[src/rtl/bitcell_write_seq.sv]
// Write sequencer for a bank of DQ latch words: setup -> enable pulse -> hold,
// then reads the addressed latch word back and flags any mismatch.
module bitcell_write_seq #(
    parameter int WIDTH     = 4,
    parameter int WORDS     = 4,
    parameter int ADDR_W    = 2,
    parameter int SETUP_CYC = 1,
    parameter int PULSE_CYC = 1,
    parameter int HOLD_CYC  = 1
) (
    input  logic                   clk,
    input  logic                   rst_n,
    input  logic                   wr_valid,
    output logic                   wr_ready,
    input  logic [ADDR_W-1:0]      wr_addr,
    input  logic [WIDTH-1:0]       wr_data,
    output logic [WIDTH-1:0]       d,
    output logic [WORDS-1:0]       en,
    input  logic [WORDS*WIDTH-1:0] q,
    output logic                   done,
    output logic                   err,
    input  logic                   err_clr
);

    localparam int MAX_SP = (SETUP_CYC > PULSE_CYC) ? SETUP_CYC : PULSE_CYC;
    localparam int MAXC   = (MAX_SP > HOLD_CYC) ? MAX_SP : HOLD_CYC;
    localparam int CNT_W  = (MAXC > 1) ? $clog2(MAXC) : 1;

    localparam logic [CNT_W-1:0] LD_S = CNT_W'(SETUP_CYC - 1);
    localparam logic [CNT_W-1:0] LD_P = CNT_W'(PULSE_CYC - 1);
    localparam logic [CNT_W-1:0] LD_H = CNT_W'(HOLD_CYC - 1);

    typedef enum logic [2:0] {IDLE, SETUP, PULSE, HOLD, CHECK} state_t;

    state_t             state, state_n;
    logic [CNT_W-1:0]   cnt, cnt_n;
    logic [ADDR_W-1:0]  addr, addr_n;
    logic [WIDTH-1:0]   data, data_n;
    logic [WIDTH-1:0]   d_n;
    logic [WORDS-1:0]   en_n;
    logic               err_n;
    logic [WORDS-1:0]   sel;
    logic [WIDTH-1:0]   rd_word;
    logic               addr_ok;

    // Out-of-range addresses decode to an all-zero select, which keeps en low
    // and marks the request as bad in CHECK.
    always_comb begin
        sel     = '0;
        rd_word = '0;
        for (int unsigned i = 0; i < WORDS; i++) begin
            if (addr == ADDR_W'(i)) begin
                sel[i]  = 1'b1;
                rd_word = q[i*WIDTH +: WIDTH];
            end
        end
    end

    assign addr_ok  = |sel;
    assign wr_ready = (state == IDLE);
    assign done     = (state == CHECK);

    always_ff @(posedge clk or negedge rst_n) begin
        if (!rst_n) begin
            state <= IDLE;
            cnt   <= '0;
            addr  <= '0;
            data  <= '0;
            d     <= '0;
            en    <= '0;
            err   <= 1'b0;
        end else begin
            state <= state_n;
            cnt   <= cnt_n;
            addr  <= addr_n;
            data  <= data_n;
            d     <= d_n;
            en    <= en_n;
            err   <= err_n;
        end
    end

    always_comb begin
        state_n = state;
        cnt_n   = cnt;
        addr_n  = addr;
        data_n  = data;
        d_n     = d;
        en_n    = '0;
        err_n   = err;
        if (err_clr) err_n = 1'b0;

        case (state)
            IDLE: begin
                if (wr_valid) begin
                    addr_n  = wr_addr;
                    data_n  = wr_data;
                    d_n     = wr_data;
                    cnt_n   = LD_S;
                    state_n = SETUP;
                end
            end
            SETUP: begin
                if (cnt == '0) begin
                    cnt_n   = LD_P;
                    en_n    = sel;
                    state_n = PULSE;
                end else begin
                    cnt_n = cnt - CNT_W'(1);
                end
            end
            PULSE: begin
                if (cnt == '0) begin
                    cnt_n   = LD_H;
                    state_n = HOLD;
                end else begin
                    cnt_n = cnt - CNT_W'(1);
                    en_n  = sel;
                end
            end
            HOLD: begin
                if (cnt == '0) begin
                    state_n = CHECK;
                end else begin
                    cnt_n = cnt - CNT_W'(1);
                end
            end
            CHECK: begin
                // Setting err takes priority over a simultaneous err_clr.
                if (!addr_ok || (rd_word != data)) err_n = 1'b1;
                state_n = IDLE;
            end
            default: state_n = IDLE;
        endcase
    end

endmodule

[config.mk]
export PLATFORM = sky130hd
export DESIGN_NAME = bitcell_write_seq
export DESIGN_NICKNAME = d
export VERILOG_FILES = /design/src/rtl/bitcell_write_seq.sv
export SDC_FILE = /design/constraint.sdc
export NUM_CORES = 1
export LEC_CHECK = 0
export BUFFER_PORTS_ARGS = -buffer_cell sky130_fd_sc_hd__buf_2
export CAP_MARGIN = 30
export CORE_AREA = 2 2 42 44
export DETAILED_ROUTE_END_ITERATION = 12
export DIE_AREA = 0 0 44 46
export HOLD_SLACK_MARGIN = 0.02
export PLACE_DENSITY = 0.75
export RECOVER_POWER = 100
export SKIP_CTS_REPAIR_TIMING = 1
export SYNTH_ARGS = -nofsm -noshare
export SYNTH_HDL_FRONTEND = slang
export SYNTH_SLANG_ARGS = --single-unit
[constraint.sdc]
create_clock -name clk -period 5 [get_ports clk]
set_input_delay 0.5 -clock clk [delete_from_list [all_inputs] [get_ports clk]]
set_output_delay 0.5 -clock clk [all_outputs]
set_load 0.005 [all_outputs]
==> metrics.txt, run 1 <==
status=finished clean; Int Power=317.8 uW; CTS tree=done; DR vias/cell=5.097; CTS max path bufs=2; yosys warns=0; period utilization=37.76%; Comb power frac=37.4%; First-pass DRT Iterations=4; Root Driver=clkbuf_4; sw power=163.3 uW; Max VDD drop=0.2153 mV; ranking of synthesized cells by area=dfrtp_1 52%, mux2_2 10%, mux4_2 10%, xor2_1 5.2%, mux4_1 3.9%; sequential fraction of the synthesis area=52.34%; clock power share=16.7%; initial core utilization=41.47%; required time at the worst-slack endpoint=5.15 ns; Cell variety after synth=18; vias in the first global route=464; Num CTS Buffers=3; antenna cells=0; Die W=44 um; GR Overflow Total=0; post-synthesis xor/xnor area fraction=6.542%; mux contribution to synthesized area=24.11%; post-DP HPWL=1090 um; Final Hold Vio Count=0; Net Count, Synth=75; number of synthesized flops with an enable pin=0; ratio of cells with drive above 1 in the final layout=48.84%; CP Capture Type=flip-flop; post-synthesis adder-cell area fraction=0%; final RePlAce weighted congestion=0.7209; H-tree levels=1; final setup TNS=0 ns; total wire length=1372 um; critical-path maximum fanout=9; top cell type's share of synthesized area=52.34%; ANT nets after route=0; Setup CP Type=flip-flop to flip-flop; Post-Synth Simple-Gate Area=11.59%; Mapped Area=669.4 um2; critical path startpoint category=flip-flop; synth cell count leaders=14 x dfrtp_1, 6 x mux2_2, 4 x nor2_1, 4 x xor2_1; Worst-path clk slew=0.09 ns; area leader, netlist=dfrtp_1; core area=0.001614 mm2; Seq pwr share=45.8%; register area=350.3 um2; LEAKAGE=0.0004279 uW; Critical R2R Launch=addr[0]; GRT Resource Usage Total=14.74%; Initial DRC Count=5; Max Cap Viol=0; Layout fillers=150; Max-slew headroom=50.40%; global-route wire length before repair=2076 um; fmax=0.5296 GHz; nets@finish=113; PortBufs=36; Setup Viol. Count Final=0; die area=0.002024 mm2; switching share of power=33.95%; TritonCTS Sinks=14; DR DRC count=0; Slew Limit Fails=0; r2r worst-path depth=4; RSZ-0062 raised after global routing=false; Multi-input gate area=296.5 um2; ys async rst share=100.0%; row cnt=15; drt wl/cell=13.32 um; Area Overhead vs Synth=31.21%; main combinational cell family by area after synthesis=multiplexers; reg2reg end=err; boundary pin count=37; Compound-Gate Fraction of Synth Area=2.056%; hold crit path type=primary input to async pin; Synth Instances=49; power per cell area=547.7 mW/mm2; DR vias=525; largest net degree at the start of global routing=15; ys flop type=dfrtp_1; most frequent cell after synthesis=dfrtp_1; R2R setup slack=3.11 ns; clock skew=0.004926 ns; Syn Area/Cell=13.66 um2; Die Y=46 um; minimum clock period=1.888 ns; initial antenna violation count=0; measured slew at the worst slew-check pin=0.7440 ns; Synth Register Bits=14; worst hold slack=0.2532 ns; Clk Latency, worst-skew pair=0.28 ns; crit path DAT=2.04 ns
-- logic make-up (layout without fill, tap and decap cells) --
family,Yosys count,in the layout
flip-flops,14,14
AND/OR/NAND/NOR,14,14
multiplexers,10,10
XOR/XNOR,5,5
AO/OA/AOI/OAI,2,2
buffers and inverters,4,41
-- placed cells by master, fill, tap and decap left out, drive strengths merged --
| master | instances |
|---|---|
| dfrtp | 14 |
| mux4 | 4 |
| and3 | 1 |
| nor3 | 2 |
| nor3b | 3 |
| inv | 1 |
| and3b | 1 |
| buf | 28 |
| and2 | 1 |
| o41ai | 1 |
| clkbuf | 12 |
| xor2 | 4 |
| nand2 | 2 |
| nor2 | 4 |
| mux2 | 6 |
| o21ai | 1 |
| xnor2 | 1 |
-- through the flow --
stage                     util, %  setup WS [ns]  power [uW]  instance area [um2]  std cells
after detailed placement    52.79          3.153       412.4                852.1         99
after global placement      52.79          3.222       404.1                852.1         99
after global routing        54.42          2.978       523.7                878.3        103
final                       54.42          3.112       481.1                878.3        103
after CTS                   55.04          3.122       493.1                888.4        103
after floorplan                 -          3.358       355.0                669.4         49
-- power by group through the flow --
stage	clock [uW]	combinational, uW	sequential [uW]
finish	80.4	180	221
global placement	0	185	219
detailed placement	0	189	223
floorplan	0	157	198
global route	90.2	203	230
CTS	82.9	190	220
-- worst max path at each step --
stage               cells past startpoint  slack [ns]   to  startpoint
global placement                        4        3.22  err     addr[0]
finish                                  4        3.11  err     addr[0]
detailed placement                      4        3.15  err     addr[0]
floorplan                               4        3.36  err       q[12]
global route                            4        2.98  err     addr[0]
CTS                                     4        3.12  err     addr[0]
-- sequential cells by signal, indices dropped and copies added, names as in the netlist --
| register | cells |
|---|---|
| addr | 2 |
| data | 4 |
| en | 4 |
| err | 1 |
| state | 3 |
-- worst max-delay path: stages, from the launching register on --
cell and delay [ns]:
dfrtp_1 0.56, mux4_2 0.56, xor2_1 0.15, o41ai_1 0.36, o21ai_0 0.14
-- per-layer routing --
metal / vias up / track usage (%) / routed length (um)
li1: 253 / - / -
met1: 244 / 18.99 / 575
met2: 24 / 22.35 / 672
met3: 4 / 3.571 / 94
met4: 0 / 9.091 / 29
met5: - / 0 / 0
-- layout make-up --
type / instances / share of cell area (%)
multi-input cells: 31 / 33.76
well taps: 17 / 2.422
inverters: 1 / 0.4274
clock buffers: 4 / 4.131
repair buffers: 36 / 19.37
flip-flops and latches: 14 / 39.89
No activity file was read; power rests on OpenSTA's default activity.
==> run 2: changes to the inputs <==
CORE_AREA = 2 2 43 45   (was 2 2 42 44)
DIE_AREA = 0 0 45 47   (was 0 0 44 46)
PLACE_DENSITY = 0.71   (was 0.75)
clock period = 1.93 ns   (was 5 ns; I/O delays follow)
==> metrics.txt, run 2 (synthesis results as in run 1) <==
DR vias/cell=4.885 (was 5.097); R2R setup slack=0.1 ns (was 3.11 ns); Final Hold Vio Count=0 (unchanged); H-tree levels=1 (unchanged); boundary pin count=37 (unchanged); hold path endpoint=err; Area Overhead vs Synth=33.08% (was 31.21%); total wire length=1376 um (was 1372 um); Initial DRC Count=5 (unchanged); initial core utilization=40.53% (was 41.47%); Buffers & Inverters on Critical Path=0 (unchanged); hold depth=2; hold crit path type=primary input to flip-flop (was primary input to async pin); CP Capture Type=flip-flop (unchanged); DR DRC count=0 (unchanged); max incr delay on CP=0.54 ns (was 0.56 ns); fmax=0.5451 GHz (was 0.5296 GHz); reg2reg end=err (unchanged); Final Util=53.94% (was 54.42%); power per cell area=1422 mW/mm2 (was 547.7 mW/mm2); PortBufs=36 (unchanged); DP Area=852.1 um2 (unchanged); RSZ-0062 raised after global routing=false (unchanged); critical-path maximum fanout=9 (unchanged); Crit path max-delay family=multiplexers (was flip-flops); CTS max path bufs=2 (unchanged); CP cell instances=mux4_2 > xor2_1 > o41ai_1 > o21ai_1 (was mux4_2 > xor2_1 > o41ai_1 > o21ai_0); largest net degree at the start of global routing=15 (unchanged); minimum clock period=1.834 ns (was 1.888 ns); Setup crit start=addr[0] (unchanged); GRT Resource Usage Total=13.50% (was 14.74%); Inst Count DP=99 (unchanged); die area=0.002115 mm2 (was 0.002024 mm2); crit path DAT=1.98 ns (was 2.04 ns); period utilization=95.05% (was 37.76%); Worst-path clk slew=0.09 ns (about the same); Power Total=1267 uW (was 481.1 uW); Setup CP Type=flip-flop to flip-flop (unchanged); Max-slew headroom=50.90% (was 50.40%); fin cells=104 (was 103); measured slew at the worst slew-check pin=0.7365 ns (was 0.7440 ns); r2r worst-path depth=4 (unchanged); critical path startpoint category=flip-flop (unchanged); GR Overflow Total=0 (unchanged); most frequent cells in the layout=29 x buf_2, 13 x dfrtp_1, 7 x clkbuf_1 (was 28 x buf_2, 14 x dfrtp_1, 8 x clkbuf_1); initial antenna violation count=0 (unchanged); LEAKAGE=0.0004366 uW (was 0.0004279 uW); hold path start=err_clr; required time at the worst-slack endpoint=2.08 ns (was 5.15 ns); row cnt=15 (unchanged); Max stage delay cell, worst path=mux4_2 (was dfrtp_1); final RePlAce weighted congestion=0.6832 (was 0.7209); status=finished clean (unchanged); ratio of cells with drive above 1 in the final layout=50.57% (was 48.84%); First-pass DRT Iterations=4 (unchanged); ANT nets after route=0 (unchanged); Slew Limit Fails=0 (unchanged); vias in the first global route=452 (was 464); CTS tree=done (unchanged); setup ws final=0.09555 ns (was 3.112 ns); Critical R2R Launch=addr[0] (unchanged); Num CTS Buffers=3 (unchanged); antenna cells=0 (unchanged); core area=0.001652 mm2 (was 0.001614 mm2); Layout fillers=157 (was 150); drt wl/cell=13.23 um (was 13.32 um); Die W=45 um (was 44 um); Max VDD drop=0.6114 mV (was 0.2153 mV); clock skew=0.003093 ns (was 0.004926 ns); TritonCTS Sinks=14 (unchanged); most common cell after layout, fill and taps aside=buf_2 (unchanged); nets@finish=114 (was 113); Setup Viol. Count Final=0 (unchanged); Root Driver=clkbuf_4 (unchanged); Regs by FF count=data x4, en x4, state x3 (unchanged); DR vias=508 (was 525); global-route wire length before repair=1973 um (was 2076 um); Clk Latency, worst-skew pair=0.28 ns (about the same); post-DP HPWL=1076 um (was 1090 um); DP Worst Slack=0.03345 ns (was 3.153 ns); Max Cap Viol=0 (unchanged); Die Y=47 um (was 46 um); design area=890.9 um2 (was 878.3 um2)
[run 2: worst max path at each step]
stage	end	slack, ns	cells after the start
detailed placement	err	0.03	4
global placement	err	0.14	4
finish	err	0.1	4
global route	err	0.04	4
CTS	err	-0.01	4
floorplan	err	0.30	5
[run 2: area by class of cell]
cell class	count	area (um2)	share of cell area, %
clock buffers	4	36.28	4.073
well taps	17	21.27	2.388
repair buffers	37	181.4	20.37
inverters	1	3.754	0.4213
flip-flops and latches	14	351.6	39.47
multi-input cells	31	296.5	33.29
[run 2: through the flow]
stage | TNS [ns] | hold WS (ns)
2_1_floorplan | 0 | -0.1026
3_3_place_gp | 0 | 0.09747
3_5_place_dp | 0 | 0.1072
4_1_cts | -0.01067 | -0.2070
5_1_grt | 0 | 0.06556
6_report | 0 | 0.08329
[run 2: routing by layer]
layer / routed length [um] / vias to the layer above / global-route usage (%)
li1: - / 250 / -
met1: 587 / 238 / 16.83
met2: 701 / 20 / 21.43
met3: 87 / 0 / 6.154
met4: 0 / 0 / 3.529
met5: 0 / - / 0
[run 2: power breakdown]
part | switching (uW) | internal (uW)
Sequential | 153 | 418
Clock | 95.3 | 115
Combinational | 190 | 295
Total | 439 | 828
